File: src/rtl/packet_fifo_pkg.sv
// Shared definitions for the multi-channel packet buffer: default packet
// width, a constant-evaluable ceil(log2) and the flat-bus slice helper.
package packet_fifo_pkg;

  localparam int PACKET_WIDTH_DEF = 128;

  // ceil(log2(value)); usable in parameter and localparam expressions
  function automatic int clog2(input int value);
    int res;
    int rem;
    res = 0;
    rem = value - 1;
    while (rem > 0) begin
      res = res + 1;
      rem = rem >> 1;
    end
    return res;
  endfunction

  // Low bit of element idx in a flat bus of width-bit elements
  function automatic int slice_lo(input int idx, input int width);
    return idx * width;
  endfunction

endpackage

File: src/rtl/packet_fifo_mc_if.sv
// Bundle of the producer-side, status and consumer-side signals of the
// multi-channel packet buffer. The buffer itself uses the slave view.
interface packet_fifo_mc_if
  import packet_fifo_pkg::*;
#(
  parameter int PACKET_WIDTH = PACKET_WIDTH_DEF,
  parameter int DEPTH        = 8,
  parameter int NUM_CH       = 4
);

  localparam int AW = clog2(DEPTH);
  localparam int CW = clog2(NUM_CH);

  logic [NUM_CH-1:0]              wr_en;
  logic [NUM_CH*PACKET_WIDTH-1:0] wr_data;
  logic [NUM_CH-1:0]              full;
  logic [NUM_CH-1:0]              almost_full;
  logic [NUM_CH-1:0]              empty;
  logic [NUM_CH*(AW+1)-1:0]       count;
  logic [NUM_CH-1:0]              overflow;
  logic                           err_clr;
  logic                           out_valid;
  logic                           out_ready;
  logic [PACKET_WIDTH-1:0]        out_data;
  logic [CW-1:0]                  out_ch;

  modport master (
    output wr_en, wr_data, err_clr, out_ready,
    input  full, almost_full, empty, count, overflow,
    input  out_valid, out_data, out_ch
  );

  modport slave (
    input  wr_en, wr_data, err_clr, out_ready,
    output full, almost_full, empty, count, overflow,
    output out_valid, out_data, out_ch
  );

endinterface

File: src/rtl/packet_fifo_chan.sv
// Single-channel circular packet store. Pointers carry an extra wrap bit so
// full and empty are distinguishable; all status flags are decoded from the
// registered pointers and therefore always agree with count.
module packet_fifo_chan
  import packet_fifo_pkg::*;
#(
  parameter int  PACKET_WIDTH = PACKET_WIDTH_DEF,
  parameter int  DEPTH        = 8,
  parameter int  AFULL_THRESH = 6,
  localparam int AW           = clog2(DEPTH)
) (
  input  logic                    clk,
  input  logic                    rst,
  input  logic                    wr_en,
  input  logic [PACKET_WIDTH-1:0] wr_data,
  input  logic                    pop,
  input  logic                    err_clr,
  output logic [PACKET_WIDTH-1:0] rd_data,
  output logic                    empty,
  output logic                    full,
  output logic                    almost_full,
  output logic [AW:0]             count,
  output logic                    overflow
);

  localparam logic [AW:0] PTR_ONE   = 1;
  localparam logic [AW:0] AFULL_LVL = AFULL_THRESH[AW:0];

  logic [PACKET_WIDTH-1:0] mem [DEPTH];
  logic [AW:0]             wr_ptr;
  logic [AW:0]             rd_ptr;
  logic                    wr_ok;

  // A write is judged on pre-edge fullness; a same-cycle pop never frees room
  assign wr_ok       = wr_en && !full;
  assign count       = wr_ptr - rd_ptr;
  assign empty       = (wr_ptr == rd_ptr);
  assign full        = (wr_ptr[AW] != rd_ptr[AW]) &&
                       (wr_ptr[AW-1:0] == rd_ptr[AW-1:0]);
  assign almost_full = (count >= AFULL_LVL);
  assign rd_data     = mem[rd_ptr[AW-1:0]];

  // Pointer advance on accepted writes and on pops from the arbiter
  always_ff @(posedge clk or posedge rst) begin
    if (rst) begin
      wr_ptr <= '0;
      rd_ptr <= '0;
    end else begin
      if (wr_ok) wr_ptr <= wr_ptr + PTR_ONE;
      if (pop)   rd_ptr <= rd_ptr + PTR_ONE;
    end
  end

  // Packet storage; contents are don't-care until written, so no reset
  always_ff @(posedge clk) begin
    if (wr_ok) mem[wr_ptr[AW-1:0]] <= wr_data;
  end

  // Sticky overflow: a dropped write wins over a same-cycle clear
  always_ff @(posedge clk or posedge rst) begin
    if (rst) begin
      overflow <= 1'b0;
    end else if (wr_en && full) begin
      overflow <= 1'b1;
    end else if (err_clr) begin
      overflow <= 1'b0;
    end
  end

endmodule

File: src/rtl/packet_fifo_mc.sv
// Multi-channel packet buffer: NUM_CH channel FIFOs drained through a
// round-robin arbiter into a single registered valid/ready output.
module packet_fifo_mc
  import packet_fifo_pkg::*;
#(
  parameter int  PACKET_WIDTH = PACKET_WIDTH_DEF,
  parameter int  DEPTH        = 8,
  parameter int  NUM_CH       = 4,
  parameter int  AFULL_THRESH = 6,
  localparam int AW           = clog2(DEPTH),
  localparam int CW           = clog2(NUM_CH)
) (
  input logic             clk,
  input logic             rst,
  packet_fifo_mc_if.slave bus
);

  localparam logic [CW-1:0] LAST_CH = CW'(NUM_CH - 1);

  logic [PACKET_WIDTH-1:0] head [NUM_CH];
  logic [NUM_CH-1:0]       ch_empty;
  logic [NUM_CH-1:0]       pop;
  logic [CW-1:0]           last_grant;
  logic [CW-1:0]           grant;
  logic                    found;
  logic                    load;
  int                      idx;

  logic                    vld_p0;
  logic [PACKET_WIDTH-1:0] data_p0;
  logic [CW-1:0]           ch_p0;

  for (genvar c = 0; c < NUM_CH; c++) begin : g_chan
    packet_fifo_chan #(
      .PACKET_WIDTH (PACKET_WIDTH),
      .DEPTH        (DEPTH),
      .AFULL_THRESH (AFULL_THRESH)
    ) u_chan (
      .clk         (clk),
      .rst         (rst),
      .wr_en       (bus.wr_en[c]),
      .wr_data     (bus.wr_data[slice_lo(c, PACKET_WIDTH) +: PACKET_WIDTH]),
      .pop         (pop[c]),
      .err_clr     (bus.err_clr),
      .rd_data     (head[c]),
      .empty       (ch_empty[c]),
      .full        (bus.full[c]),
      .almost_full (bus.almost_full[c]),
      .count       (bus.count[slice_lo(c, AW + 1) +: AW + 1]),
      .overflow    (bus.overflow[c])
    );
  end

  assign bus.empty     = ch_empty;
  assign bus.out_valid = vld_p0;
  assign bus.out_data  = data_p0;
  assign bus.out_ch    = ch_p0;

  // The output register may take a new packet when it is empty or being consumed
  assign load = !vld_p0 || bus.out_ready;

  // Round-robin search: first non-empty channel after last_grant, with wrap
  always_comb begin
    grant = last_grant;
    found = 1'b0;
    idx   = 0;
    for (int i = 1; i <= NUM_CH; i++) begin
      idx = int'(last_grant) + i;
      if (idx >= NUM_CH) idx = idx - NUM_CH;
      if (!found && !ch_empty[CW'(idx)]) begin
        found = 1'b1;
        grant = CW'(idx);
      end
    end
  end

  // One-hot pop to the granted channel whenever the output register loads
  always_comb begin
    pop = '0;
    if (load && found) pop[grant] = 1'b1;
  end

  // ---- stage p0: output register and arbiter history ----
  // Capture the granted head packet; drop valid when nothing is queued
  always_ff @(posedge clk or posedge rst) begin
    if (rst) begin
      vld_p0     <= 1'b0;
      data_p0    <= '0;
      ch_p0      <= '0;
      last_grant <= LAST_CH;
    end else if (load) begin
      vld_p0 <= found;
      if (found) begin
        data_p0    <= head[grant];
        ch_p0      <= grant;
        last_grant <= grant;
      end
    end
  end

endmodule

File: src/flat_wrapper.sv
// flat-port wrapper written by rule: the top's interface ports become plain ports
module packet_fifo_mc_flat import packet_fifo_pkg::*;
#(
  parameter int  PACKET_WIDTH = PACKET_WIDTH_DEF,
  parameter int  DEPTH        = 8,
  parameter int  NUM_CH       = 4,
  parameter int  AFULL_THRESH = 6,
  localparam int AW           = clog2(DEPTH),
  localparam int CW           = clog2(NUM_CH)
)
  (clk, rst, bus_wr_en, bus_wr_data, bus_err_clr, bus_out_ready, bus_full, bus_almost_full, bus_empty, bus_count, bus_overflow, bus_out_valid, bus_out_data, bus_out_ch);
  packet_fifo_mc_if #(.PACKET_WIDTH(PACKET_WIDTH), .DEPTH(DEPTH), .NUM_CH(NUM_CH)) bus_i ();
  input logic clk;
  input logic rst;
  input wire logic [$bits(bus_i.wr_en)-1:0] bus_wr_en;
  input wire logic [$bits(bus_i.wr_data)-1:0] bus_wr_data;
  input wire logic [$bits(bus_i.err_clr)-1:0] bus_err_clr;
  input wire logic [$bits(bus_i.out_ready)-1:0] bus_out_ready;
  output wire logic [$bits(bus_i.full)-1:0] bus_full;
  output wire logic [$bits(bus_i.almost_full)-1:0] bus_almost_full;
  output wire logic [$bits(bus_i.empty)-1:0] bus_empty;
  output wire logic [$bits(bus_i.count)-1:0] bus_count;
  output wire logic [$bits(bus_i.overflow)-1:0] bus_overflow;
  output wire logic [$bits(bus_i.out_valid)-1:0] bus_out_valid;
  output wire logic [$bits(bus_i.out_data)-1:0] bus_out_data;
  output wire logic [$bits(bus_i.out_ch)-1:0] bus_out_ch;
  assign bus_i.wr_en = bus_wr_en;
  assign bus_i.wr_data = bus_wr_data;
  assign bus_i.err_clr = bus_err_clr;
  assign bus_i.out_ready = bus_out_ready;
  assign bus_full = bus_i.full;
  assign bus_almost_full = bus_i.almost_full;
  assign bus_empty = bus_i.empty;
  assign bus_count = bus_i.count;
  assign bus_overflow = bus_i.overflow;
  assign bus_out_valid = bus_i.out_valid;
  assign bus_out_data = bus_i.out_data;
  assign bus_out_ch = bus_i.out_ch;
  packet_fifo_mc #(.PACKET_WIDTH(PACKET_WIDTH), .DEPTH(DEPTH), .NUM_CH(NUM_CH), .AFULL_THRESH(AFULL_THRESH)) u_core (.clk(clk), .rst(rst), .bus(bus_i));
endmodule
File: config.mk
export PLATFORM = sky130hd
export DESIGN_NAME = packet_fifo_mc_flat
export DESIGN_NICKNAME = d
export VERILOG_FILES = /design/src/rtl/packet_fifo_pkg.sv /design/src/rtl/packet_fifo_mc_if.sv /design/src/rtl/packet_fifo_chan.sv /design/src/rtl/packet_fifo_mc.sv /design/src/flat_wrapper.sv
export SDC_FILE = /design/constraint.sdc
export NUM_CORES = 2
export LEC_CHECK = 0
export ABC_AREA = 1
export ABC_CLOCK_PERIOD_IN_PS = 15000
export BUFFER_PORTS_ARGS = -buffer_cell sky130_fd_sc_hd__buf_2
export CORE_MARGIN = 5
export CORE_UTILIZATION = 40
export CTS_CLUSTER_DIAMETER = 30
export CTS_CLUSTER_SIZE = 30
export DETAILED_ROUTE_END_ITERATION = 8
export PLACE_DENSITY_LB_ADDON = 0.08
export SYNTH_ARGS = -nofsm -noshare
export SYNTH_HDL_FRONTEND = slang
export SYNTH_SLANG_ARGS = --single-unit
File: constraint.sdc
create_clock -name clk -period 15 [get_ports clk]
set_input_delay 1.5 -clock clk [delete_from_list [all_inputs] [get_ports clk]]
set_output_delay 1.5 -clock clk [all_outputs]
set_load 0.02 [all_outputs]
After elaboration in Yosys (flattened, before gate mapping)
Memories as Yosys holds them, arrays and structs flattened.
Index checks and enable logic that the tools add are counted.
W data, S select, Z words.
{ "totals": {"ff_bits": 169, "latch_bits": 0, "ram_bits": 4096, "rom_bits": 0, "in_bits": 520, "output_inout_bits": 163, "memories": 4} }
{ "op_classes": {"add_sub_neg": 20, "multipliers": 0, "div_mod_pow": 0, "order_cmp": 15, "n_eq_ne": 12, "shifts": 0, "mux": 43, "n_bitwise": 1, "n_reduce_logical": 33} }
{ "mem_list": {"columns": ["memory", "depth", "width", "read_ports", "rd_clocked_by_memory_dff", "wr", "line", "rtl"], "rows": [
  ["u_core.g_chan[0].u_chan.mem", 8, 128, 1, 0, 1, "packet_fifo_chan.sv:29", "logic [PACKET_WIDTH-1:0] mem [DEPTH];"],
  ["u_core.g_chan[1].u_chan.mem", 8, 128, 1, 0, 1, "packet_fifo_chan.sv:29", null],
  ["u_core.g_chan[2].u_chan.mem", 8, 128, 1, 0, 1, "packet_fifo_chan.sv:29", null],
  ["u_core.g_chan[3].u_chan.mem", 8, 128, 1, 0, 1, "packet_fifo_chan.sv:29", null]
]} }
{ "op_table": {"columns": ["operator", "count"], "rows": [
  ["$bmux W128 S2", 1],
  ["$mux W128", 2],
  ["$add A4 B1 Y4 const B", 8],
  ["$mux W1", 26],
  ["$ge A4 B3 Y1 const B", 5],
  ["$logic_and A1 B1 Y1", 17],
  ["$eq A4 B4 Y1", 4],
  ["$lt A2 B4 Y1 const B", 4],
  ["$mux W2", 8],
  ["$sub A4 B4 Y4", 4],
  ["$eq A3 B3 Y1", 4],
  ["$ge A3 B3 Y1 const B", 4],
  ["$logic_not A1 Y1", 10],
  ["$bmux W1 S2", 4],
  ["$reduce_bool A2 Y1", 4],
  ["$sub A2 B1 Y2 const B", 4],
  ["$add A2 B2 Y3 const B", 2],
  ["$add A2 B3 Y4 const B", 1],
  ["$mux W4", 1],
  ["$ne A1 B1 Y1", 4],
  ["$add A2 B1 Y3 const B", 1],
  ["$lt A2 B3 Y1 const B", 1],
  ["$not A2 Y3", 1],
  ["$demux W1 S2", 1],
  ["other kinds (3)", 3]
]} }

Longest topological paths before layout
{ "logic_depth": {"word_depth": 20, "mapped_depth": 22, "mapped_depth_nobuf": 16} }

Modules after synthesis
Synthesis repeated with hierarchy kept, for this count alone.
{ "hier_totals": {"hier_cells": 19681, "hier_area_um2": 191019.5} }
{ "by_module_without_submodules": {"columns": ["mod", "n_inst", "cells_per_inst", "area_per_inst_um2", "seq_area_each_um2"], "rows": [
  ["packet_fifo_chan", 4, 4516, 45387.3, 30974.7],
  ["packet_fifo_mc", 1, 1617, 9470.3, 3330.7]
]} }

Worst setup path after synthesis
OpenSTA, ideal clock, no wires.
{ "synth_path": {"kind": "register to register", "startpoint": "register u_core.g_chan[3].u_chan.rd_ptr[2]", "endpoint": "memory u_core.g_chan[3].u_chan.mem[7][0] (netlist name), enable pin", "t_arrival_ps": 10672, "t_required_ps": 14223, "slack_ps": 3551, "stages_incl_launch_ff": 14, "n_path_buf": 4, "synth_period_minus_slack_ps": 11449, "cell_sequence": "dfrtp_1 -> clkbuf_1 -> inv_1 -> buf_2 -> buf_2 -> clkbuf_1 -> ha_1 -> nand2_1 -> nor2_2 -> nand2_1 -> nand2_1 -> inv_1 -> nand2_1 -> nor3_1"} }
{ "synth_between": {"elab_chain_cells": 6} }
{ "synth_rtl": {"columns": ["element", "line", "rtl"], "rows": [
  ["from (decl)", "packet_fifo_chan.sv:31", "logic [AW:0] rd_ptr;"],
  ["from (signal assigned)", "packet_fifo_chan.sv:50", "if (pop) rd_ptr <= rd_ptr + PTR_ONE;"],
  ["$eq A3 B3 Y1", "packet_fifo_chan.sv:39", "(wr_ptr[AW-1:0] == rd_ptr[AW-1:0]);"],
  ["$logic_and A1 B1 Y1", "packet_fifo_chan.sv:38", "assign full = (wr_ptr[AW] != rd_ptr[AW]) &&"],
  ["$logic_not A1 Y1", "packet_fifo_chan.sv:35", "assign wr_ok = wr_en && !full;"],
  ["$logic_and A1 B1 Y1", "packet_fifo_chan.sv:35", null],
  ["$mux W1", "packet_fifo_chan.sv:56", "if (wr_ok) mem[wr_ptr[AW-1:0]] <= wr_data;"],
  ["$mux W1 (not written as such)", "packet_fifo_chan.sv:56", null],
  ["to (decl)", "packet_fifo_chan.sv:29", null]
]} }
Every way passes these cells.

Final worst setup path
{ "layout_path": {"startpoint": "register u_core.g_chan[1].u_chan.rd_ptr[2]", "endpoint": "register u_core.data_p0[26] (netlist: u_core.bus.out_data[26])"} }
{ "layout_between": {"elab_chain_cells": 17, "elab_cells_between_ends": 35} }
{ "layout_rtl": {"columns": ["element", "line", "rtl"], "rows": [
  ["from (decl)", "packet_fifo_chan.sv:31", null],
  ["from (signal assigned)", "packet_fifo_chan.sv:50", null],
  ["$eq A4 B4 Y1", "packet_fifo_chan.sv:37", "assign empty = (wr_ptr == rd_ptr);"],
  ["$bmux W1 S2", "packet_fifo_mc.sv:70", "if (!found && !ch_empty[CW'(idx)]) begin"],
  ["$mux W1 (not written as such) (2 in a row)", "packet_fifo_mc.sv:70", null],
  ["$logic_not A1 Y1", "packet_fifo_mc.sv:70", null],
  ["$logic_and A1 B1 Y1", "packet_fifo_mc.sv:70", null],
  ["$mux W1", "packet_fifo_mc.sv:70", null],
  ["$logic_not A1 Y1", "packet_fifo_mc.sv:70", null],
  ["$logic_and A1 B1 Y1", "packet_fifo_mc.sv:70", null],
  ["$mux W1", "packet_fifo_mc.sv:70", null],
  ["$logic_not A1 Y1", "packet_fifo_mc.sv:70", null],
  ["$logic_and A1 B1 Y1", "packet_fifo_mc.sv:70", null],
  ["$mux W2", "packet_fifo_mc.sv:70", null],
  ["$not A2 Y3 (not written as such)", "packet_fifo_mc.sv:94", "data_p0 <= head[grant];"],
  ["$bmux W128 S2", "packet_fifo_mc.sv:94", null],
  ["$mux W128 (not written as such) (2 in a row)", "packet_fifo_mc.sv:94", null],
  ["to (signal assigned)", "packet_fifo_mc.sv:94", null],
  ["to (decl)", "packet_fifo_mc.sv:30", "logic [PACKET_WIDTH-1:0] data_p0;"]
]} }
Several ways; a longest one is shown, not always the timed one. The select of a mux whose other input is x is not followed.
A chain may end at the register's enable or synchronous reset.

==> flow_summary.json <==
{
  "status": "finished, violations left",
  "failed_checks": "max-capacitance violations, max-slew violations",
  "clock-skew-final_ns": 0.1016,
  "syn_area_per_cell_sq_um": 12.56,
  "mostFrequentLayoutCells": "sky130_fd_sc_hd__edfxtp_1, sky130_fd_sc_hd__nand2_1, sky130_fd_sc_hd__o21ai_0",
  "cp.buffers_inverters": 4,
  "placer_s_final_routability_congestion_estimate": 0.9612,
  "core_sq_um": 423400,
  "fillers": 36735,
  "die_w_um": 661.8,
  "grtUsageTotal_pct": 28.28,
  "floorplan.initialDensity_pct": 40.13,
  "post-route-period-util_pct": 42.95,
  "min_period_ns": 6.442,
  "setup_ws_ns": 8.558,
  "synth_seq_area_share_pct": 74.88,
  "setup_viol_count_final": 0,
  "initial_antenna_violation_count": 331,
  "hold_class": "flop to flop",
  "final_total_pwr_mw": 55.62,
  "static-leakage-power_nw": 76.99,
  "peakVddDrop_mv": 0.2992,
  "pwr_density_cell_nw_per_um2": 262.7,
  "timing.critical_path.cells": "inv_6, ha_1, nand2_1, nor2_1, nand3_1, nand3_1, nand2_2, nand4_4, buf_4, buf_4, buf_4, nand3_1, nand3_1, nand2_1, nand2_1, nand2_1",
  "finalWirelength_um": 640600,
  "combPwrFrac_pct": 33.7,
  "timing.critical_path.fanout_max": 102,
  "synthesis.nets": 14067,
  "tritoncts.num_buffers": 937,
  "regArea_sq_um": 127300,
  "critical_path_arrival_ns": 7.42,
  "cts_resized": 0,
  "power.switching_fraction_pct": 40.14,
  "cts_max_level": 6,
  "synthToLayoutAreaGrowth_pct": 24.60,
  "place_inst": 19168,
  "netlist-cell-type-count": 36,
  "worst_setup_path_end_kind": "flop",
  "grt_start_max_net_pins": 238,
  "most_common_cell_after_layout_fill_and_taps_aside": "sky130_fd_sc_hd__edfxtp_1",
  "number_of_global_route_vias_before_repair": 110582,
  "drv_slew": 4,
  "avgRoutedWirePerCell_um": 30.44,
  "power_switching_mw": 22.33,
  "multiInputGateArea_sq_um": 36870,
  "cap_violations": 3,
  "pre_cts_slack_ns": 8.773,
  "cell_type_group_with_the_largest_total_delay_on_the_critical_path": "buffers and inverters",
  "p_int_mw": 33.30,
  "finalHoldViolCount": 0,
  "timing.reg2reg.setup_slack_ns": 8.56,
  "cp_slowest_cell": "sky130_fd_sc_hd__buf_4",
  "synth-async-reset-ratio_pct": 3.962,
  "clk_root_buffer_cell": "sky130_fd_sc_hd__clkbuf_16",
  "layout.cells.non_filler": 21043,
  "synthCells": 13523,
  "ios": 683,
  "synth-edff-count": 4096,
  "detailed_place_hpwl_um": 407500,
  "place.port_buffers": 682,
  "vias": 116682,
  "critical_path_class": "flop to flop",
  "layout.nets": 14989,
  "p_seq_share_pct": 29.3,
  "pin_slew_with_the_least_headroom_to_its_limit_ns": 1.637,
  "cts_setup_buffers": 0,
  "drc_errors": 0,
  "ys_seq_elements": 4265,
  "core.rowCount": 239,
  "drive_gt1_share_pct": 16.47,
  "relative_max_transition_margin_pct": -10.31,
  "antenna_violating_nets_post_route": 0,
  "max_clock_freq_mhz": 155.2,
  "cts.path.max_buffers": 4,
  "drt_pre_antenna_iters": 8,
  "rsz0062_at_grt": "false",
  "finish.utilization_pct": 50.00,
  "die-area_sq_um": 437900,
  "pwr-share-clk_pct": 37.0,
  "die_height_um": 661.8,
  "cts_tree": "built",
  "synth-warning-count": 0,
  "cts.sink_count": 4265,
  "synth_top_flop_cell": "sky130_fd_sc_hd__edfxtp_1",
  "clkLatencyLatePin_ns": 1.13,
  "globalRouteOverflowTotal": 0,
  "syn_area_sq_um": 169900,
  "setup_tns_ns": 0,
  "worst_setup_path_start_kind": "flop",
  "cts_hold_buf": 0,
  "drt_first_iter_violations": 12322,
  "cts.reportedPaths.clkPinSlew_ns": 0.05,
  "timing.critical_path.slowest_cell_delay_ns": 0.99,
  "route.detailed.vias_per_inst": 5.545,
  "worst_ep_required_time_ns": 15.98,
  "grt_pass1_wl_um": 873100
}
per-stage QoR:
step / instance area, sq um / hold slack (ns)
after floorplan: 169900 / 0.4627
after global placement: 179000 / 0.4616
after detailed placement: 179000 / 0.4640
after CTS: 211400 / 0.4764
after global routing: 211600 / 0.5002
final: 211700 / 0.4829
cell usage after synthesis, types with 2 or more instances:
master | n | area, sq um
sky130_fd_sc_hd__inv_1 | 575 | 2158
sky130_fd_sc_hd__nand2_1 | 2302 | 8641
sky130_fd_sc_hd__xor2_1 | 20 | 175.2
sky130_fd_sc_hd__a21oi_1 | 782 | 3914
sky130_fd_sc_hd__a22o_1 | 128 | 1121
sky130_fd_sc_hd__nor3_1 | 2 | 10.01
sky130_fd_sc_hd__o21ai_0 | 1536 | 7687
sky130_fd_sc_hd__buf_1 | 73 | 274.0
sky130_fd_sc_hd__edfxtp_1 | 4096 | 123000
sky130_fd_sc_hd__nand2_2 | 5 | 31.28
sky130_fd_sc_hd__nor2_1 | 1053 | 3953
sky130_fd_sc_hd__o221ai_1 | 253 | 2216
sky130_fd_sc_hd__inv_2 | 9 | 33.78
sky130_fd_sc_hd__dfstp_2 | 2 | 52.55
sky130_fd_sc_hd__nand3_2 | 2 | 20.02
sky130_fd_sc_hd__dfrtp_1 | 167 | 4179
sky130_fd_sc_hd__o21bai_1 | 4 | 30.03
sky130_fd_sc_hd__clkbuf_1 | 687 | 2579
sky130_fd_sc_hd__buf_2 | 158 | 790.8
sky130_fd_sc_hd__nand3_1 | 1327 | 6641
sky130_fd_sc_hd__o22ai_1 | 253 | 1583
sky130_fd_sc_hd__buf_4 | 32 | 240.2
sky130_fd_sc_hd__buf_6 | 6 | 67.56
sky130_fd_sc_hd__o21ai_1 | 11 | 55.05
sky130_fd_sc_hd__fa_1 | 4 | 80.08
sky130_fd_sc_hd__ha_1 | 20 | 250.2
sky130_fd_sc_hd__xnor2_1 | 4 | 35.03
sky130_fd_sc_hd__nor2_2 | 2 | 12.51
sky130_fd_sc_hd__clkinv_1 | 3 | 11.26
final cells by class:
class | instances | share of cell area [%]
Tap cell | 5663 | 3.347
Inverter | 587 | 1.084
Clock buffer | 1068 | 11.38
Clock inverter | 692 | 3.910
Antenna cell | 114 | 0.1347
Multi-Input combinational cell | 7715 | 17.41
Sequential cell | 4265 | 60.11
Timing Repair Buffer | 939 | 2.618
registers in the layout, indices dropped and copies added (netlist names):
signal,count
u_core.last_grant,2
u_core.bus.out_ch,2
u_core.g_chan.u_chan.overflow,4
u_core.g_chan.u_chan.wr_ptr,16
u_core.bus.out_valid,1
u_core.g_chan.u_chan.rd_ptr,16
u_core.g_chan.u_chan.mem,4096
u_core.bus.out_data,128
worst register-to-register path, stage by stage, from the launching register on:
cell and delay, ns:
sky130_fd_sc_hd__dfrtp_4 0.91, sky130_fd_sc_hd__inv_6 0.46, sky130_fd_sc_hd__ha_1 0.48, sky130_fd_sc_hd__nand2_1 0.08
sky130_fd_sc_hd__nor2_1 0.46, sky130_fd_sc_hd__nand3_1 0.23, sky130_fd_sc_hd__nand3_1 0.15, sky130_fd_sc_hd__nand2_2 0.13
sky130_fd_sc_hd__nand4_4 0.12, sky130_fd_sc_hd__buf_4 0.64, sky130_fd_sc_hd__buf_4 0.99, sky130_fd_sc_hd__buf_4 1.13
sky130_fd_sc_hd__nand3_1 0.24, sky130_fd_sc_hd__nand3_1 0.17, sky130_fd_sc_hd__nand2_1 0.07, sky130_fd_sc_hd__nand2_1 0.06
sky130_fd_sc_hd__nand2_1 0.06
kinds of logic (layout without fill, tap and decap cells):
group                      Yosys count  in the layout  synth area share, %
and+or+nand+nor                   4697           4697                11.39
DFF                               4265           4265                74.88
AOI/OAI and AO/OA                 2969           2969                9.781
buffers and inverters             1543           3286                3.622
xor gates and xnor gates            25             25               0.1333
adders and majority gates           24             24               0.1944
other                                0            114                    0
per-layer routing:
metal  part of all wire, %  vias to the layer above  global-route usage, %
met2                    45                     5044                  43.33
met1                    38                    58572                  35.37
li1                      -                    51461                      -
met5                  0.11                        -                      0
met4                   7.8                      114                  19.13
met3                   8.5                     1491                  7.285
path summary, 6_finish.rpt:
path                                                   start                           endpoint  depth (start not counted)
max in group asynchronous                                rst  u_core.g_chan[3].u_chan.rd_ptr[0]                          4
setup reg to reg           u_core.g_chan[1].u_chan.rd_ptr[2]            u_core.bus.out_data[26]                         16
min in group asynchronous                                rst  u_core.g_chan[0].u_chan.wr_ptr[0]                          2
hold reg to reg                      u_core.bus.out_data[59]            u_core.bus.out_data[59]                          2
setup / recovery           u_core.g_chan[1].u_chan.rd_ptr[2]            u_core.bus.out_data[26]                         16
hold / removal                       u_core.bus.out_data[59]            u_core.bus.out_data[59]                          2
power by group through the flow:
stage | logic [mW] | registers [mW] | clock network, mW
2_1_floorplan | 9.78 | 16.3 | 0
3_5_place_dp | 18.6 | 16.5 | 0
5_1_grt | 19.8 | 16.3 | 21.5
4_1_cts | 18.6 | 16.3 | 20.8
3_3_place_gp | 18.4 | 16.4 | 0
6_report | 18.7 | 16.3 | 20.6
(Power assumes the default switching activity.)
